## src/rtl/tx_control_module.sv

```systemverilog
// -----------------------------------------------------------------------------
// tx_control_module
//
// Transmit-side controller for the serial link. Bytes from producers are
// queued in a small circular FIFO. A four-state FSM hands them one at a time
// to the UART transmit core.
//
// Handshake (the only flow-control contract of this block):
//   - Producer side: Wr_Sig is a one-cycle strobe with no ready. A write is
//     accepted when Full_Sig is low at the sampling edge. A write while full is
//     dropped and sets the sticky Overflow_Sig.
//   - TX core side: TX_En_Sig acts as "valid". It is held high with TX_Data
//     stable until the core returns a one-cycle TX_Done_Sig. TX_Done_Sig acts
//     as "ready+complete". TX_En_Sig then drops for at least one cycle (GAP) so
//     the core re-arms before the next byte.
//
// Ports:
//   CLK           system clock, rising edge
//   RSTn          asynchronous active-low reset
//   Wr_Sig        write strobe
//   Wr_Data       byte to queue
//   TX_Done_Sig   end-of-byte pulse from the TX core
//   TX_En_Sig     registered enable to the TX core
//   TX_Data       registered byte to the TX core
//   Full_Sig      FIFO occupancy == depth
//   Empty_Sig     FIFO occupancy == 0
//   Count         FIFO occupancy
//   Overflow_Sig  sticky dropped-write flag
//   State_Dbg     current FSM state (0 IDLE, 1 LOAD, 2 SEND, 3 GAP)
// -----------------------------------------------------------------------------
module tx_control_module #(
  parameter int unsigned DEPTH_LOG2 = 3
) (
  input  logic                  CLK,
  input  logic                  RSTn,
  input  logic                  Wr_Sig,
  input  logic [7:0]            Wr_Data,
  input  logic                  TX_Done_Sig,
  output logic                  TX_En_Sig,
  output logic [7:0]            TX_Data,
  output logic                  Full_Sig,
  output logic                  Empty_Sig,
  output logic [DEPTH_LOG2:0]   Count,
  output logic                  Overflow_Sig,
  output logic [1:0]            State_Dbg
);

  localparam int unsigned DEPTH = 1 << DEPTH_LOG2;
  localparam logic [DEPTH_LOG2:0]   DEPTH_CNT = (DEPTH_LOG2 + 1)'(DEPTH);
  localparam logic [DEPTH_LOG2:0]   CNT_ONE   = (DEPTH_LOG2 + 1)'(1);
  localparam logic [DEPTH_LOG2-1:0] PTR_ONE   = DEPTH_LOG2'(1);

  typedef enum logic [1:0] {
    S_IDLE = 2'd0,
    S_LOAD = 2'd1,
    S_SEND = 2'd2,
    S_GAP  = 2'd3
  } state_e;

  // ---------------------------------------------------------------------------
  // State
  // ---------------------------------------------------------------------------
  state_e                  state_q, state_d;
  logic [7:0]              mem_q [DEPTH];
  logic [DEPTH_LOG2-1:0]   wr_ptr_q, wr_ptr_d;
  logic [DEPTH_LOG2-1:0]   rd_ptr_q, rd_ptr_d;
  logic [DEPTH_LOG2:0]     count_q, count_d;
  logic                    ovf_q, ovf_d;
  logic                    tx_en_q, tx_en_d;
  logic [7:0]              tx_data_q, tx_data_d;

  logic                    wr_fire;
  logic                    pop;

  // ---------------------------------------------------------------------------
  // FIFO control
  // ---------------------------------------------------------------------------
  assign Full_Sig  = (count_q == DEPTH_CNT);
  assign Empty_Sig = (count_q == '0);

  // The full check uses the pre-edge count. A write while full is dropped
  // even if a pop happens on the same edge.
  assign wr_fire = Wr_Sig && !Full_Sig;
  // LOAD is only entered with a non-empty FIFO, and only LOAD pops. So a pop
  // never underflows.
  assign pop     = (state_q == S_LOAD);

  always_comb begin
    wr_ptr_d = wr_ptr_q;
    rd_ptr_d = rd_ptr_q;
    count_d  = count_q;
    ovf_d    = ovf_q;

    if (wr_fire) begin
      wr_ptr_d = wr_ptr_q + PTR_ONE;
    end
    if (Wr_Sig && Full_Sig) begin
      ovf_d = 1'b1;
    end
    if (pop) begin
      rd_ptr_d = rd_ptr_q + PTR_ONE;
    end

    if (wr_fire && !pop) begin
      count_d = count_q + CNT_ONE;
    end else if (!wr_fire && pop) begin
      count_d = count_q - CNT_ONE;
    end
  end

  // Storage is not reset. Stale entries are never read because the count
  // gates every read.
  always_ff @(posedge CLK) begin
    if (wr_fire) begin
      mem_q[wr_ptr_q] <= Wr_Data;
    end
  end

  // ---------------------------------------------------------------------------
  // Transmit FSM: next state and registered outputs
  // ---------------------------------------------------------------------------
  always_comb begin
    state_d   = state_q;
    tx_data_d = tx_data_q;

    case (state_q)
      S_IDLE: begin
        if (count_q != '0) begin
          state_d = S_LOAD;
        end
      end
      S_LOAD: begin
        tx_data_d = mem_q[rd_ptr_q];
        state_d   = S_SEND;
      end
      S_SEND: begin
        if (TX_Done_Sig) begin
          state_d = S_GAP;
        end
      end
      S_GAP: begin
        state_d = S_IDLE;
      end
      default: begin
        state_d = S_IDLE;
      end
    endcase

    // Enable is registered from the next state, so it is high exactly while
    // the FSM sits in SEND.
    tx_en_d = (state_d == S_SEND);
  end

  always_ff @(posedge CLK or negedge RSTn) begin
    if (!RSTn) begin
      state_q   <= S_IDLE;
      wr_ptr_q  <= '0;
      rd_ptr_q  <= '0;
      count_q   <= '0;
      ovf_q     <= 1'b0;
      tx_en_q   <= 1'b0;
      tx_data_q <= 8'd0;
    end else begin
      state_q   <= state_d;
      wr_ptr_q  <= wr_ptr_d;
      rd_ptr_q  <= rd_ptr_d;
      count_q   <= count_d;
      ovf_q     <= ovf_d;
      tx_en_q   <= tx_en_d;
      tx_data_q <= tx_data_d;
    end
  end

  assign TX_En_Sig    = tx_en_q;
  assign TX_Data      = tx_data_q;
  assign Count        = count_q;
  assign Overflow_Sig = ovf_q;
  assign State_Dbg    = state_q;

  // ---------------------------------------------------------------------------
  // Embedded checks
  // ---------------------------------------------------------------------------
`ifndef SYNTHESIS
  a_data_stable: assert property (@(posedge CLK) disable iff (!RSTn)
    (TX_En_Sig && $past(TX_En_Sig)) |-> $stable(TX_Data));

  a_count_bound: assert property (@(posedge CLK) disable iff (!RSTn)
    count_q <= DEPTH_CNT);

  a_no_empty_pop: assert property (@(posedge CLK) disable iff (!RSTn)
    (state_q == S_LOAD) |-> (count_q != '0));
`endif

endmodule

```

## config.mk

```make
export PLATFORM = sky130hd
export DESIGN_NAME = tx_control_module
export DESIGN_NICKNAME = d
export VERILOG_FILES = /design/src/rtl/tx_control_module.sv
export SDC_FILE = /design/constraint.sdc
export NUM_CORES = 1
export LEC_CHECK = 0
export CORE_MARGIN = 2
export CORE_UTILIZATION = 24
export CTS_CLUSTER_DIAMETER = 50
export DETAILED_ROUTE_END_ITERATION = 7
export PLACE_DENSITY_LB_ADDON = 0.12
export SLEW_MARGIN = 20
export SYNTH_ARGS = -nofsm -noshare
export SYNTH_HDL_FRONTEND = slang
export SYNTH_SLANG_ARGS = --single-unit
```

## constraint.sdc

```tcl
create_clock -name CLK -period 3.8 [get_ports CLK]
set_input_delay 0.57 -clock CLK [delete_from_list [all_inputs] [get_ports CLK]]
set_output_delay 0.57 -clock CLK [all_outputs]
set_load 0.01 [all_outputs]
```

==> results by group <==
Global routing
  • Vias in the first global route: 2002
  • Largest net degree at the start of global routing: 35
  • Total track usage: 10.4%
  • Initial antenna violation count: 0
  • First-pass GRT wire length: 12000 um
  • Grt total ovfl: 0

Yosys
  • Syn Nets: 252
  • Post-synthesis compound-gate area fraction: 6.08%
  • Largest family of logic cells by synthesized area: multiplexers
  • Mean Syn Cell Area: 15.3 um2
  • Syn. warnings: 0
  • Library cells used by synthesis: 31
  • Yosys reg bits: 86
  • XOR/XNOR Fraction of Synth Area: 1.48%
  • Synth Area in Simple Gates: 5.83%
  • Multiplexer share of the synthesized area: 10.4%
  • Top cell type's share of synthesized area: 54.3%
  • Post-Synthesis Cells: 231
  • Post-Syn Area: 3540 um2
  • Cell taking the most area after synthesis: edfxtp_1
  • Seq/Total Area, Yosys: 69.8%
  • Largest cells by area after synthesis: edfxtp_1 (54%), dfrtp_1 (16%), mux2i_1 (9.3%), a22oi_1 (3.4%), ha_1 (2.8%)
  • Adder and majority gate portion of the synthesized area: 3.39%

Clock tree
  • Clock latency at the later pin of the worst-skew pair: 340 ps
  • Number of H-tree levels: 3
  • CTS tree: done
  • Hold-fix buffers at CTS: 0
  • TritonCTS buffer count: 9
  • # clock sinks: 86
  • Post-CTS resize count: 0
  • Post-CTS setup buffer count: 0
  • Clk root buf: clkbuf_16
  • Clock transition at path regs: 60 ps
  • Clock Path Buffers: 2

Worst setup path
  • Crit Path Max Fanout: 6
  • Critical path required time: 4010 ps
  • Reg2reg setup slack: 1170 ps
  • Crit start category: input pin
  • Worst reg2reg path endpoint: Count[3]$_DFFE_PN0P_
  • Worst r2r src: Count[3]$_DFFE_PN0P_
  • Worst EP arrival: 2920 ps
  • Critical path class: input pin to flop
  • Crit path capture type: flop
  • R2R depth: 8

STA
  • Setup TNS: 0 ps
  • Final-report setup violation count: 0
  • Slew at the pin closest to its max-slew limit: 1060 ps
  • Min cycle time layout: 2720 ps
  • Unrepaired setup endpoints after global routing: no
  • Max-Slew Margin vs Limit: 29.6%
  • Final hold violations: 0
  • Final Cycle Share: 71.5%
  • Setup Skew: 6.90 ps
  • Worst hold slack: 452 ps
  • F_max: 368 MHz
  • PnR worst setup slack: 1080 ps
  • Final Max Tran Viols: 0

Placed design
  • # port buffers: 29
  • DP HPWL: 4590 um
  • GPL Wtd Cong: 0.687
  • Pre-CTS setup slack: 646 ps

Die
  • DIE AREA: 15700 um2
  • Total core area: 14500 um2
  • Horiz. Die Dim: 125 um
  • Row count: 44
  • Chip Height: 125 um
  • Initial Util: 24.5%
  • I/O pins: 30

Min path
  • WHS Path Cells: 1
  • Hold EP: Overflow_Sig$_DFFE_PN0P_
  • Hold_sp: Overflow_Sig$_DFFE_PN0P_
  • Hold Crit Class: flop to flop

Finish
  • N_diodes: 0
  • Share of post-route cells with drive strength above 1: 10.9%
  • Final #Nets: 291
  • Area grow syn2layout: 23.2%
  • Commonest cells after routing, fill and taps aside: edfxtp_1 (64), mux2i_1 (33), clkdlybuf4s50_1 (29), dfrtp_1 (21), a22oi_1 (16)
  • Post-Route Utilization: 30.1%
  • Commonest non-fill, non-tap cell in the layout: edfxtp_1

Power
  • Maximum VDD drop: 208 uV
  • Pleak: 0.00161 uW
  • PwrDens: 790 nW/um2

Routing
  • # DRC: 0
  • Final ANT Viol Nets: 0
  • Drt first-iter violations: 89
  • Via count: 1951
  • Final wirelength: 7690 um
  • Vias per inst: 4.25
  • Routed length per placed instance: 16.8 um
  • First-pass iteration count of the detailed router: 4

Outcome
  • Outcome: completed

Flow run
  • Max-Cap Viols: 0
-- through the flow --
| stage | std cells | total power, uW | instance area [um2] |
|---|---|---|---|
| 6_report | 459 | 3450 | 4360 |
| 5_1_grt | 459 | 3680 | 4360 |
| 4_1_cts | 459 | 3510 | 4360 |
| 3_5_place_dp | 443 | 2650 | 4080 |
| 2_1_floorplan | 231 | 2180 | 3540 |
| 3_3_place_gp | 443 | 2650 | 4080 |
-- kinds of logic after synthesis --
kind of cell,Yosys count
simple gates,39
xor+xnor,6
mux,36
buf+inv,23
flops,86
fa+ha+maj,9
compound gates,32
-- cell usage after synthesis --
master,count
edfxtp_1,64
mux2i_1,33
dfrtp_1,22
a22oi_1,16
inv_1,12
o21ai_0,10
ha_1,8
nand3_1,8
nor2_1,8
nand2_1,7
nor3_1,6
clkbuf_1,4
nor2b_1,4
xnor2_1,4
buf_4,3
nand2b_1,3
a21o_1,2
buf_1,2
mux2_2,2
xor2_1,2
a2111oi_0,1
a21oi_1,1
a311oi_1,1
and2_1,1
buf_2,1
buf_6,1
fa_1,1
mux2_4,1
nor4_1,1
nor4b_4,1
o31ai_1,1
-- flip-flops by register name (all words and copies together), names as in the netlist --
name,flops
TX_En_Sig,1
wr_ptr_q,3
Count,4
mem_q,64
TX_Data,8
Overflow_Sig,1
State_Dbg,2
rd_ptr_q,3
-- report_power, final --
| group | total, uW | switching [uW] | internal, uW |
|---|---|---|---|
| Sequential | 1490 | 242 | 1240 |
| Clock | 839 | 358 | 481 |
| Combinational | 1120 | 558 | 566 |
| Total | 3450 | 1160 | 2290 |
-- worst max-delay path, cell delays in order --
cell	delay, ps
clkdlybuf4s50_1	470
nor2b_1	450
ha_1	300
inv_1	120
ha_1	290
a21o_1	170
a2111oi_0	410
o31ai_1	130
-- area by class of cell --
| cell class | count | area (um2) |
|---|---|---|
| fillers | 1447 | 10100 |
| flip-flops and latches | 86 | 2470 |
| multi-input cells | 122 | 962 |
| repair buffers | 39 | 365 |
| clock buffers | 12 | 256 |
| well taps | 184 | 230 |
| inverters | 12 | 45.0 |
| clock inverters | 4 | 30.0 |
-- worst max path at each step --
stage                     slack (ps)  cells after the start                 start                   end
after floorplan                 1330                      9  Count[0]$_DFFE_PN0P_  Count[3]$_DFFE_PN0P_
after global placement           760                      8                Wr_Sig  Count[3]$_DFFE_PN0P_
after detailed placement         650                      8                Wr_Sig  Count[3]$_DFFE_PN0P_
after CTS                       1010                      8                Wr_Sig  Count[3]$_DFFE_PN0P_
after global routing             870                      8                Wr_Sig  Count[3]$_DFFE_PN0P_
final                           1080                      8                Wr_Sig  Count[3]$_DFFE_PN0P_
-- routing by layer --
layer	wire length, um	GRT usage [%]	vias up
met5	0	0	-
met4	162	5.29	0
met3	188	2.10	10
met2	3560	15.6	31
met1	3780	14.3	971
li1	-	-	939
No activity file was read; power rests on OpenSTA's default activity.
